===== config.mk =====
export PLATFORM = sky130hd
export DESIGN_NAME = fir_64_mdc_engine_ctrl
export DESIGN_NICKNAME = d
export VERILOG_FILES = /design/src/rtl/fir_64_mdc_engine_ctrl.sv
export SDC_FILE = /design/constraint.sdc
export NUM_CORES = 1
export LEC_CHECK = 0
export CAP_MARGIN = 20
export CORE_UTILIZATION = 49
export CTS_CLUSTER_DIAMETER = 200
export DETAILED_ROUTE_END_ITERATION = 6
export PLACE_DENSITY = 0.81
export SYNTH_ARGS = -nofsm -noshare
export SYNTH_HDL_FRONTEND = slang
export SYNTH_SLANG_ARGS = --single-unit

===== constraint.sdc =====
create_clock -name clk_i -period 3.4 [get_ports clk_i]
set_input_delay 0.68 -clock clk_i [delete_from_list [all_inputs] [get_ports clk_i]]
set_output_delay 0.68 -clock clk_i [all_outputs]
set_load 0.005 [all_outputs]

===== src/rtl/fir_64_mdc_engine_ctrl.sv =====
// Run controller for the FIR MDC kernel: gates x/y streams for a limited number of y beats per run.
// x path combinational pass-through; y path through a one-entry register with full throughput.
module fir_64_mdc_engine_ctrl #(
  parameter int CNT_WIDTH  = 32,
  parameter int DATA_WIDTH = 32
) (
  input  logic                  clk_i,
  input  logic                  rst_ni,
  input  logic                  clear_i,
  input  logic                  ctrl_start_i,
  input  logic                  ctrl_clear_i,
  input  logic                  ctrl_enable_i,
  input  logic [CNT_WIDTH-1:0]  ctrl_cnt_limit_i,
  output logic                  flags_ready_o,
  output logic [CNT_WIDTH-1:0]  flags_cnt_o,
  output logic                  flags_done_o,
  input  logic                  x_valid_i,
  input  logic [DATA_WIDTH-1:0] x_data_i,
  output logic                  x_ready_o,
  output logic                  k_x_valid_o,
  output logic [DATA_WIDTH-1:0] k_x_data_o,
  input  logic                  k_x_ready_i,
  input  logic                  k_y_valid_i,
  input  logic [DATA_WIDTH-1:0] k_y_data_i,
  output logic                  k_y_ready_o,
  output logic                  y_valid_o,
  output logic [DATA_WIDTH-1:0] y_data_o,
  input  logic                  y_ready_i,
  output logic                  k_start_o
);

  typedef enum logic [1:0] {S_IDLE, S_RUN, S_DONE} state_t;

  state_t                r_state;
  state_t                w_state_nxt;
  logic [CNT_WIDTH-1:0]  r_limit;
  logic [CNT_WIDTH-1:0]  r_acc_cnt;
  logic [CNT_WIDTH-1:0]  r_cnt;
  logic                  r_out_vld;
  logic [DATA_WIDTH-1:0] r_out_dat;
  logic                  r_k_start;
  logic                  r_done;
  logic                  r_ready;

  logic w_soft_rst;
  logic w_start;
  logic w_kick;
  logic w_run_en;
  logic w_ky_hs;
  logic w_y_hs;

  assign w_soft_rst = !rst_ni || clear_i;
  assign w_start    = (r_state == S_IDLE) && ctrl_start_i && ctrl_enable_i && !ctrl_clear_i;
  assign w_kick     = w_start && (ctrl_cnt_limit_i != '0);
  // x and kernel-y traffic only while beats are still owed for this run
  assign w_run_en   = (r_state == S_RUN) && ctrl_enable_i && (r_acc_cnt < r_limit);

  assign x_ready_o   = w_run_en && k_x_ready_i;
  assign k_x_valid_o = w_run_en && x_valid_i;
  assign k_x_data_o  = x_data_i;
  assign k_y_ready_o = w_run_en && (!r_out_vld || y_ready_i);
  assign y_valid_o   = r_out_vld;
  assign y_data_o    = r_out_dat;

  assign w_ky_hs = k_y_valid_i && k_y_ready_o;
  assign w_y_hs  = r_out_vld && y_ready_i;

  assign flags_ready_o = r_ready;
  assign flags_cnt_o   = r_cnt;
  assign flags_done_o  = r_done;
  assign k_start_o     = r_k_start;

  always_comb begin
    w_state_nxt = r_state;
    case (r_state)
      S_IDLE: if (w_start) w_state_nxt = (ctrl_cnt_limit_i != '0) ? S_RUN : S_DONE;
      S_RUN:  if (r_cnt == r_limit) w_state_nxt = S_DONE;
      S_DONE: w_state_nxt = S_IDLE;
      default: w_state_nxt = S_IDLE;
    endcase
    if (ctrl_clear_i) w_state_nxt = S_IDLE;
  end

  always_ff @(posedge clk_i) begin
    if (w_soft_rst) begin
      r_state   <= S_IDLE;
      r_limit   <= '0;
      r_acc_cnt <= '0;
      r_cnt     <= '0;
      r_out_vld <= 1'b0;
      r_out_dat <= '0;
      r_k_start <= 1'b0;
      r_done    <= 1'b0;
      r_ready   <= 1'b1;
    end else begin
      r_state   <= w_state_nxt;
      r_k_start <= w_kick;
      r_done    <= (w_state_nxt == S_DONE);
      r_ready   <= (w_state_nxt == S_IDLE);
      if (ctrl_clear_i) begin
        r_acc_cnt <= '0;
        r_cnt     <= '0;
        r_out_vld <= 1'b0;
      end else if (w_start) begin
        r_limit   <= ctrl_cnt_limit_i;
        r_acc_cnt <= '0;
        r_cnt     <= '0;
        r_out_vld <= 1'b0;
      end else begin
        if (w_ky_hs && (r_acc_cnt < r_limit)) r_acc_cnt <= r_acc_cnt + CNT_WIDTH'(1);
        if (w_y_hs && (r_cnt < r_limit))      r_cnt     <= r_cnt + CNT_WIDTH'(1);
        // a new kernel beat may replace the one leaving in the same cycle
        if (w_ky_hs) begin
          r_out_vld <= 1'b1;
          r_out_dat <= k_y_data_i;
        end else if (w_y_hs) begin
          r_out_vld <= 1'b0;
        end
      end
    end
  end

endmodule


Word-level counts from Yosys, hierarchy flattened
Index checks and enable logic that the tools add are counted.

Add/sub/neg operators: 2. Order comparisons: 2. Eq/ne operators: 3. Multiplexer cells: 7. Bitwise operators: 2. Reductions and logical operators: 25.

Operator list (number): adder 32 x 1 -> 32 bit, second input constant (2); less-than comparator 32 bit (2); equality test 32 bit (1); nonzero test 32 bit (1); logical AND 1 bit (13); two-way mux 2 bit (4); zero test 2 bit (2); case mux 2 bit (2 select lines) (1); zero test 1 bit (3); AND reduction 3 bit (1); OR reduction 3 bit (1); equality test 2 x 1 -> 1 bit, second input constant (1); equality test 2 bit, second input constant (1); logical OR 1 bit (2); two-way mux 1 bit (2); inverter 1 bit (2); AND reduction 2 bit (1); nonzero test 2 bit (1).

Register bits after elaboration: 134. Input port bits: 106. Output and inout port bits: 103. Word-level logic and storage cells: 50.

Longest topological paths before layout
Gate-level depths: netlist of the first run.

Depth after elaboration: 8. Mapped depth: 11. Mapped depth without buffers: 9.

Least setup slack after synthesis of the first run
No wires, ideal clock.

Path type: reg2out. From: register r_limit[5]. To: output k_y_ready_o. Arrival time: 1.879 ns. Data required time: 2.720 ns. Path slack: 0.841 ns. Cell stages (with the launch flop): 9. Path buffers: 0. Cell sequence: dfxtp_1 > inv_1 > ha_1 > and4_1 > a221o_1 > o21bai_2 > nand2_1 > nor3_1 > and2_1.

Cells in the longest elaborated chain, start to end: 3.

RTL lines: start, declared (RTL line 36) `logic [CNT_WIDTH-1:0] r_limit;`; start signal, assigned (RTL line 105) `r_limit <= ctrl_cnt_limit_i;`; less-than comparator 32 bit (RTL line 56) `assign w_run_en = (r_state == S_RUN) && ctrl_enable_i && (r_acc_cnt < r_limit);`; logical AND 1 bit (RTL line 56); logical AND 1 bit (RTL line 61) `assign k_y_ready_o = w_run_en && (!r_out_vld || y_ready_i);`; end, declared (RTL line 25) `output logic k_y_ready_o,`.

No other way between the ends.

Final worst setup path of the first run
From: register r_limit[7]. To: output k_x_valid_o.

Cells in the longest elaborated chain, start to end: 3.

RTL lines: less-than comparator 32 bit (RTL line 56); logical AND 1 bit (RTL line 56); logical AND 1 bit (RTL line 59) `assign k_x_valid_o = w_run_en && x_valid_i;`; end, declared (RTL line 20) `output logic k_x_valid_o,`.

No other way between the ends.

==> results.cfg, run 1 <==
[floorplan]
die_w_um = 128
core_um2 = 15300
row_count = 45
io_pins = 209
die_y_um = 128
start_util_pct = 50.8
dieArea_um2 = 16400

[place]
io_buffers = 144
post-place-ws_ns = 0.142
gp_congestion = 0.874
hpwlAfterDp_um = 15300

[timing]
timing.final.crit_period_ns = 3.27
period_share_pct = 96.2
tns_ns = 0
setup_ws_ns = 0.130
setup_viol = 0
hold_violations = 0
slew-limit-headroom_pct = 49.6
slew_viol_final = 0
max_freq_mhz = 306
rsz0062_at_grt = no
worstMarginPinSlew_ns = 0.756
fin_skew_ns = 0.0117

[final_layout]
drive_gt1_share_pct = 12.5
finalNetCount = 1245
n_fill_cell = 1225
diodes = 0
syn_to_final_growth_pct = 29.6

[synthesis]
synth_area_um2 = 7770
yosysTopAreaCell = dfxtp_1
syn_inst = 956
synthFlopType = dfxtp_1
ys_warn_count = 0
synth_top_area_share_pct = 34.5
ys_seq_area_share_pct = 34.5
synth_nets = 1127
yosys-top-cells-area = dfxtp_1 (35%), ha_1 (10%), a21oi_1 (8.5%), nand2_1 (5.7%), nand3_1 (3.5%)
synth_cell_type_count = 63
async_flop_share_pct = 0
syn_area_per_cell_um2 = 8.13
ys_ff_latch = 134
synth_commonest_cells = dfxtp_1 (134), a21oi_1 (132), nand2_1 (118)
yosysMostFrequentCell = dfxtp_1
synth_edf_count = 0

[setup_path]
crit_required_ns = 2.72
r2r-start = r_limit[24]$_SDFFE_PP0P_
path_class = flop to output pin
end_kind = output pin
cp_slowest_cell = a221o_1
cpPeakStageDelay_ns = 0.40
r2r_setup_slack_ns = 0.15
crit_arrival_ns = 2.59
path_cells = inv_1, ha_1, and4_1, a221o_1, o21bai_4, nand2_2, nor3_4, and2_1, clkdlybuf4s15_1
cp_max_fo = 3
critical_path.reg2reg.endpoint = r_acc_cnt[18]$_SDFFE_PP0P_
start_kind = flop
r2r_cells = 18

[detailed_routing]
ant_nets = 0
routed_wl_um = 21800
post-route-drc-count = 0
avgRoutedWirePerCell_um = 16.8
drt-initial-drc-count = 470
drt_first_pass_iters = 7
avgViaCountPerCell = 5.80
vias = 7525

[min_path]
hp-class = flop to flop
min_to = r_limit[21]$_SDFFE_PP0P_
min-delay-start = r_limit[21]$_SDFFE_PP0P_
hold_path_depth = 2

[flow_run]
max_cap_violations = 0

[global_routing]
grt_pass1_vias = 6966
grt_use_total_pct = 26.6
grt_first_pass_wirelength_um = 34400
grt_max_degree = 70
antenna_found_initial = 0
overflow = 0

[clocking]
cts_tree = built
clockBufferDepth = 2
path_clk_slew_ns = 0.06
hold_buffers = 0
cts_buffers = 17
clock-sinks = 134
cts_max_level = 4
cts_root_buf = clkbuf_16
insertion_delay_ns = 0.43

[status]
status = complete, no violations

[pwr]
p_leak_nw = 3.41
p_per_area_nw_per_um2 = 380
ir_drop_v = 0.000334
power by group:
part	switching, mW	internal [mW]
sequential	0.00390	1.58
clock	0.720	1.19
combinational	0.165	0.176
worst max path at each step:
stage | cells after the start | to | from
3_3_place_gp | 7 | k_x_valid_o | ctrl_enable_i
4_1_cts | 11 | k_x_valid_o | r_limit[25]$_SDFFE_PP0P_
2_1_floorplan | 8 | k_y_ready_o | r_limit[5]$_SDFFE_PP0P_
6_report | 9 | k_x_valid_o | r_limit[7]$_SDFFE_PP0P_
5_1_grt | 9 | k_y_ready_o | r_limit[5]$_SDFFE_PP0P_
3_5_place_dp | 11 | k_x_valid_o | r_limit[30]$_SDFFE_PP0P_
cells by family after synthesis:
| logic type | count (synthesis) | share of synthesized area [%] |
|---|---|---|
| AND/OR/NAND/NOR | 346 | 24.6 |
| AO/OA/AOI/OAI | 257 | 19.9 |
| buffers and inverters | 140 | 9.01 |
| XOR/XNOR | 14 | 1.58 |
| adder cells (fa/ha/maj) | 65 | 10.5 |
| flip-flops | 134 | 34.5 |
layout make-up:
cell class	count	area, um2	area share [%]
Clock buffer	20	457	4.54
Clock inverter	11	150	1.49
Inverter	57	214	2.12
Multi-Input combinational cell	682	4550	45.2
Sequential cell	134	2700	26.8
Tap cell	211	264	2.62
Timing Repair Buffer	182	1740	17.3
layer usage:
metal | track usage, % | share of wire [%] | up-vias | routed length (um)
met3 | 7.39 | 7.9 | 43 | 1730
met4 | 9.48 | 2.1 | 0 | 461
met1 | 33.2 | 43 | 3534 | 9330
met5 | 0 | 0 | - | 0
met2 | 44.0 | 47 | 299 | 10300
li1 | - | - | 3649 | -
timing repair:
action | in CTS | in global routing
endpoints found under the setup margin | 3 | 13
hold endpoints to repair | 0 | 0
resized for setup | 13 | 27
buffers inserted | 12 | 8
cloned | 0 | 0
pin swaps | 5 | 17
cell usage in the layout, fill, tap and decap left out, types with 4 or more instances in the layout:
cell,count
nor2_1,35
a21oi_1,131
and2_1,9
nor4_2,6
xnor2_1,11
a31o_2,10
nor4_1,14
clkinvlp_4,5
o31ai_1,15
dfxtp_2,9
or4_1,16
ha_1,58
and4_1,12
nor2b_1,4
clkdlybuf4s50_1,141
inv_1,53
nor4_4,5
or3_1,12
ha_4,7
o21ai_0,54
a21o_1,8
inv_2,4
clkbuf_16,17
nand3_1,54
nand4_1,26
dfxtp_1,124
and3_1,9
buf_4,35
a31oi_1,4
nor3_1,6
o21a_1,6
nand2_1,117
stage by stage:
step	hold WS, ns	instances	util (%)	total power [mW]	cell area [um2]
CTS	0.456	1291	64.7	3.80	9910
detailed placement	0.448	1248	59.9	1.88	9170
global placement	0.442	1248	59.9	1.87	9170
finish	0.455	1297	65.8	3.83	10100
global route	0.472	1297	65.8	3.92	10100
floorplan	0.436	956	-	1.77	7770
state kept, by name, indices dropped and copies added (netlist names):
signal and count:
r_state 2, k_start_o 1, y_data_o 32, r_limit 32
flags_cnt_o 32, r_acc_cnt 32, flags_ready_o 1, flags_done_o 1
y_valid_o 1
worst max-delay path: cells and delay by family, from the launching register on:
kind	cells	cell delay [ns]
DFF	1	0.33
and+or+nand+nor	4	0.66
buffers and inverters	2	0.25
adders and majority gates	1	0.30
AOI/OAI and AO/OA	2	0.62
(Power assumes the default switching activity.)
==> run 2: changes to the inputs <==
--- a/config.mk
+++ b/config.mk
@@ -5,10 +5,11 @@
 export SDC_FILE = /design/constraint.sdc
 export NUM_CORES = 1
 export LEC_CHECK = 0
-export CAP_MARGIN = 20
+export CAP_MARGIN = 15
 export CORE_UTILIZATION = 49
 export CTS_CLUSTER_DIAMETER = 200
 export DETAILED_ROUTE_END_ITERATION = 6
+export GPL_TIMING_DRIVEN = 0
 export PLACE_DENSITY = 0.81
 export SYNTH_ARGS = -nofsm -noshare
 export SYNTH_HDL_FRONTEND = slang
==> results.cfg, run 2 (synthesis gave the netlist of run 1 again) <==
[clocking]
clock-sinks = 134
cts_tree = built
path_clk_slew_ns = 0.06
insertion_delay_ns = 0.43
cts_max_level = 4
cts_root_buf = clkbuf_16
hold_buffers = 0
cts_buffers = 17
clockBufferDepth = 2

[timing]
timing.final.crit_period_ns = 3.28
max_freq_mhz = 305
tns_ns = 0
fin_skew_ns = 0.00808
slew_viol_final = 0
period_share_pct = 96.5
worstMarginPinSlew_ns = 1.13
hold_violations = 0
setup_viol = 0
slew-limit-headroom_pct = 24.4

[pwr]
p_leak_nw = 3.67
p_seq_share_pct = 41.4
p_clk_share_pct = 49.1
p_comb_share_pct = 9.5
ir_drop_v = 0.000392
p_int_mw = 2.89
p_per_area_nw_per_um2 = 358
switching_share_pct = 24.2
p_sw_mw = 0.925

[place]
io_buffers = 176
gp_congestion = 0.854
placed_area_um2 = 9800
hpwlAfterDp_um = 17100

[final_layout]
mostFrequentLayoutCells = clkdlybuf4s50_1 (173), a21oi_1 (132), dfxtp_1 (125), nand2_1 (117), ha_1 (55)
finalNetCount = 1331
final-seq-area_um2 = 2690
multi_input_area_um2 = 4570
layout.cells.most_common = clkdlybuf4s50_1
diodes = 0
drive_gt1_share_pct = 13.6
n_fill_cell = 1229
finalInstanceArea_um2 = 10700
syn_to_final_growth_pct = 37.1

[setup_path]
cpPeakStageDelay_ns = 0.35
r2r_setup_slack_ns = 0.20
r2r_cells = 10
crit_path_end = k_x_valid_o
end_kind = output pin
critical_path.reg2reg.endpoint = flags_cnt_o[3]$_SDFFE_PP0P_
crit_required_ns = 2.72
cp_max_fo = 3
crit_arrival_ns = 2.60
start_kind = flop
path_class = flop to output pin
path_cells = inv_4, ha_4, nand4_1, buf_6, nor4_4, nand3_1, o21bai_4, nand2_2, nor3_4, and2_1, clkdlybuf4s15_1
cp_slowest_cell = dfxtp_2
critical_path.startpoint = r_limit[31]$_SDFFE_PP0P_
r2r-start = r_limit[29]$_SDFFE_PP0P_

[global_routing]
grt_max_degree = 17
grt_pass1_vias = 7289
grt_first_pass_wirelength_um = 36400
overflow = 0
antenna_found_initial = 0
grt_use_total_pct = 28.4

[detailed_routing]
vias = 8002
drt_first_pass_iters = 5
avgRoutedWirePerCell_um = 16.9
post-route-drc-count = 0
avgViaCountPerCell = 5.78
ant_nets = 0
drt-initial-drc-count = 638
routed_wl_um = 23400

[status]
status = complete, no violations

[floorplan]
io_pins = 209
dieArea_um2 = 16400
die_y_um = 128
core_um2 = 15300
start_util_pct = 50.8
row_count = 45
die_w_um = 128

[min_path]
hp-class = flop to flop

[flow_run]
max_cap_violations = 0
[run 2: changes by cell type in the layout (fill, tap and decap cells not counted), sizes merged]
cell	delta
bufinv	-1
clkinvlp	-3
buf	+20
clkbuf	+33
clkdlybuf4s50	+32
inv	+2
clkinv	+4
[run 2: area by class of cell]
class                   count  area share, %
repair buffers            185           17.2
flip-flops and latches    134           25.3
well taps                 211           2.48
clock buffers              19           4.25
inverters                  57           2.03
clock inverters            13           1.37
multi-input cells         682           42.9
plain buffers              83           4.57
[run 2: worst max-delay path: cells and delay by family, from the launching register on]
| family | cells | cell delay, ns |
|---|---|---|
| AO/OA/AOI/OAI | 1 | 0.22 |
| AND/OR/NAND/NOR | 6 | 0.93 |
| flip-flops | 1 | 0.35 |
| adder cells (fa/ha/maj) | 1 | 0.27 |
| buffers and inverters | 3 | 0.40 |
[run 2: metal layers]
metal | share of wire (%) | track usage, % | up-vias
met5 | 0 | 0 | -
met4 | 2.0 | 9.76 | 0
met3 | 7.8 | 6.43 | 41
met2 | 47 | 47.0 | 356
met1 | 43 | 36.4 | 3774
li1 | - | - | 3831
[run 2: power by group through the flow]
stage / Sequential, mW / Combinational [mW] / Clock [mW]
final: 1.58 / 0.364 / 1.87
after floorplan: 1.61 / 0.154 / 0
after global placement: 1.61 / 0.332 / 0
after detailed placement: 1.61 / 0.333 / 0
after CTS: 1.58 / 0.352 / 1.87
after global routing: 1.58 / 0.388 / 1.95
[run 2: how the worst min path moves through the flow]
stage          slack (ns)                      from                       end  depth (start not counted)
6_report             0.45  r_limit[25]$_SDFFE_PP0P_  r_limit[25]$_SDFFE_PP0P_                          2
5_1_grt              0.47  r_limit[25]$_SDFFE_PP0P_  r_limit[25]$_SDFFE_PP0P_                          2
4_1_cts              0.45  r_limit[25]$_SDFFE_PP0P_  r_limit[25]$_SDFFE_PP0P_                          2
3_5_place_dp         0.45  r_limit[25]$_SDFFE_PP0P_  r_limit[25]$_SDFFE_PP0P_                          2
3_3_place_gp         0.44  r_limit[28]$_SDFFE_PP0P_  r_limit[28]$_SDFFE_PP0P_                          2
2_1_floorplan        0.44  r_limit[10]$_SDFFE_PP0P_  r_limit[10]$_SDFFE_PP0P_                          2
[run 2: timing repair]
action                     CTS  global route
buffers inserted             4             4
resized for setup           12            31
hold endpoints to repair     0             0
setup endpoints to repair    3            42
pin swaps                   10            12
[run 2: through the flow]
stage	util (%)	setup WS [ns]	std cells	power, mW	hold slack [ns]
final	69.6	0.118	1384	3.82	0.453
after global routing	69.6	-0.00139	1384	3.91	0.469
after global placement	64.0	-0.303	1343	1.95	0.442
after floorplan	-	0.841	956	1.77	0.436
after CTS	68.4	0.0270	1379	3.81	0.454
after detailed placement	64.0	-0.391	1343	1.95	0.446
==> run 3: changes to the inputs <==
--- a/config.mk
+++ b/config.mk
@@ -7,7 +7,6 @@
 export LEC_CHECK = 0
 export CAP_MARGIN = 15
 export CORE_UTILIZATION = 49
-export CTS_CLUSTER_DIAMETER = 200
 export DETAILED_ROUTE_END_ITERATION = 6
 export GPL_TIMING_DRIVEN = 0
 export PLACE_DENSITY = 0.81
==> results of run 3 <==
Same layout as run 2: the final DEF is identical, and so are final timing and power.
==> RTL edit: new RTL, settings of run 2 <==
Add an input register stage for `ctrl_cnt_limit_i`; this delays it by one clock. The other inputs are not delayed to match.
--- a/src/rtl/fir_64_mdc_engine_ctrl.sv
+++ b/src/rtl/fir_64_mdc_engine_ctrl.sv
@@ -31,6 +31,12 @@
 
   typedef enum logic [1:0] {S_IDLE, S_RUN, S_DONE} state_t;
 
+  logic [CNT_WIDTH-1:0] ctrl_cnt_limit_q;
+
+  always_ff @(posedge clk_i) begin
+    ctrl_cnt_limit_q <= ctrl_cnt_limit_i;
+  end
+
   state_t                r_state;
   state_t                w_state_nxt;
   logic [CNT_WIDTH-1:0]  r_limit;
@@ -51,7 +57,7 @@
 
   assign w_soft_rst = !rst_ni || clear_i;
   assign w_start    = (r_state == S_IDLE) && ctrl_start_i && ctrl_enable_i && !ctrl_clear_i;
-  assign w_kick     = w_start && (ctrl_cnt_limit_i != '0);
+  assign w_kick     = w_start && (ctrl_cnt_limit_q != '0);
   // x and kernel-y traffic only while beats are still owed for this run
   assign w_run_en   = (r_state == S_RUN) && ctrl_enable_i && (r_acc_cnt < r_limit);
 
@@ -73,7 +79,7 @@
   always_comb begin
     w_state_nxt = r_state;
     case (r_state)
-      S_IDLE: if (w_start) w_state_nxt = (ctrl_cnt_limit_i != '0) ? S_RUN : S_DONE;
+      S_IDLE: if (w_start) w_state_nxt = (ctrl_cnt_limit_q != '0) ? S_RUN : S_DONE;
       S_RUN:  if (r_cnt == r_limit) w_state_nxt = S_DONE;
       S_DONE: w_state_nxt = S_IDLE;
       default: w_state_nxt = S_IDLE;
@@ -102,7 +108,7 @@
         r_cnt     <= '0;
         r_out_vld <= 1'b0;
       end else if (w_start) begin
-        r_limit   <= ctrl_cnt_limit_i;
+        r_limit   <= ctrl_cnt_limit_q;
         r_acc_cnt <= '0;
         r_cnt     <= '0;
         r_out_vld <= 1'b0;
Behaviour: not the same (a bounded check fails within 4 cycles, from zero or initial values).
==> RTL edit against run 2 <==
- sequential cell count grew 32
- largest power group unchanged
- critical endpoint is now flags_cnt_o[20]$_SDFFE_PP0P_
- worst setup slack gained 97 ps
- cell area grew 4.7%
- wire length grew 1.9%
- sequential share of layout area grew 4.7 points
- critical path depth shrank 1
- power grew 17%
- worst hold slack lost 0.80 ps
- synthesized area grew 6.2%
- non-clock buffer count grew 5
==> RTL edit: results (changes against run 2) <==
outcome finished, final reports clean; CTS Buf Count 17 (unchanged); antenna cells 0 (unchanged); top cells by area, synth dfxtp_1 40%, ha_1 9.9%, a21oi_1 8.9%; total global-route track usage 27.1% (-1.3 points); Synth top cells by count 166 x dfxtp_1, 146 x a21oi_1, 121 x nand2_1; CTS max path bufs 2 (unchanged); cell taking the most area after synthesis dfxtp_1; WL/cell 16.7 um (-1.2%); LEAKAGE 3.91 nW (+6.4%); vias in the first global route 7704 (+5.7%); post-synthesis sequential area ratio 40.3% (+5.8 points); DR iter-0 viols 579 (-9.2%); vias 8271 (+3.4%); Filler cells 1322 (+7.6%); placed instance area 0.0103 mm2 (+5.0%); Clock transition at path regs 70 ps; Max VDD drop 0.383 mV (-2.2%); Slew @ Worst Pin 807 ps (-318 ps); CP peak stage delay 680 ps (+330 ps); largest net degree at the start of global routing 17 (unchanged); Hold Crit Class register to register; clk_lat worst skew 440 ps; layout cells sized above 1 10.0% (-3.6 points); nets 1365 (+2.6%); number of port buffers 176 (unchanged); internal power 3.38 mW (+17%); Root Buffer clkbuf_16; Net Count, Synth 1161 (+3.0%); unique cell type count in the Yosys netlist 48 (-24%); Mapped Cells 990 (+3.6%); yosys synthesis warning count 0 (unchanged); asr flop ratio synth 0% (unchanged); crit path max fanout 10 (+7); Routed WL 23800 um (+1.9%); Initial DRT Pass Iterations 5 (unchanged); DRC viols 0 (unchanged); Avg Inst Size Synth 8.34 um2 (+2.5%); antenna violations before repair 0 (unchanged); global-route wire length before repair 37700 um (+3.7%); HPWL Detailed 17400 um (+1.7%); CP arrival 3530 ps (+930 ps); placer congestion estimate 0.924 (+8.2%); CTS HTree Levels 4 (unchanged); Worst path slowest cell nor3_1; Layout Skew 11.4 ps (+3.28 ps)
RTL edit: changes by cell type after synthesis, moves of 7 or more:
cell,run 2,this run
o31ai_1,16,40
clkbuf_1,33,43
a21oi_1,132,146
dfxtp_1,134,166
buf_2,11,4
inv_1,57,45
a31o_2,10,0
or4_1,16,36
RTL edit: final timing paths:
kind                                        to                        start  slack [ps]  depth (start not counted)
setup / recovery  flags_cnt_o[20]$_SDFFE_PP0P_     r_limit[27]$_SDFFE_PP0P_         220                         10
hold / removal         r_limit[9]$_SDFFE_PP0P_  ctrl_cnt_limit_q[9]$_DFF_P_         450                          2
setup reg to reg  flags_cnt_o[20]$_SDFFE_PP0P_     r_limit[27]$_SDFFE_PP0P_         220                         10
hold reg to reg        r_limit[9]$_SDFFE_PP0P_  ctrl_cnt_limit_q[9]$_DFF_P_         450                          2
RTL edit: per-stage QoR:
step                total power, mW  util, %  hold WS [ps]  setup slack, ps  TNS [ps]
global placement               2.40     62.3           443             -171      -501
global route                   4.58     67.5           466            -39.3     -94.9
detailed placement             2.40     62.3           447             -156      -444
floorplan                      2.21        -           432              763         0
CTS                            4.45     66.8           455            0.705         0
finish                         4.45     67.5           452              216         0
RTL edit: final cells by class:
class	instances	area, um2	area share (%)
plain buffers	86	483	4.33
clock buffers	19	443	3.97
clock inverters	13	184	1.65
inverters	45	169	1.51
multi-input cells	691	4410	39.5
flip-flops and latches	166	3340	29.9
well taps	220	275	2.47
repair buffers	187	1850	16.6
RTL edit: layer usage:
metal,vias to the layer above,GRT usage [%],wire length (um)
li1,3979,-,-
met4,0,14.7,917
met1,3809,34.0,9740
met3,77,5.23,1940
met2,406,43.8,11200
met5,-,1.39,0
RTL edit: cell families (layout without fill, tap and decap cells):
family / after synthesis / count (layout) / share of synthesized area [%]
buffers and inverters: 133 / 350 / 7.85
and+or+nand+nor: 340 / 340 / 21.6
xor gates and xnor gates: 11 / 11 / 1.17
AOI/OAI and AO/OA: 275 / 275 / 19.3
DFF: 166 / 166 / 40.3
adders and majority gates: 65 / 65 / 9.86
RTL edit: critical path: cells and delay by family (launching register included):
family | cells | cell delay [ps]
simple gates | 3 | 1120
fa+ha+maj | 1 | 320
flops | 1 | 350
buf+inv | 3 | 650
compound gates | 3 | 660
RTL edit: power groups by stage:
stage               registers [mW]  logic, mW  clock network [mW]
finish                        1.98      0.413                2.05
global route                  1.99      0.438                2.15
CTS                           1.98      0.400                2.07
detailed placement            2.03      0.373                   0
global placement              2.03      0.370                   0
floorplan                     2.02      0.187                   0
RTL edit: what timing repair did:
item / CTS / global route
cloned: 0 / 0
endpoints found under the setup margin: 3 / 3
buffers inserted: 6 / 5
pin swaps: 8 / 10
gates resized for setup: 25 / 22
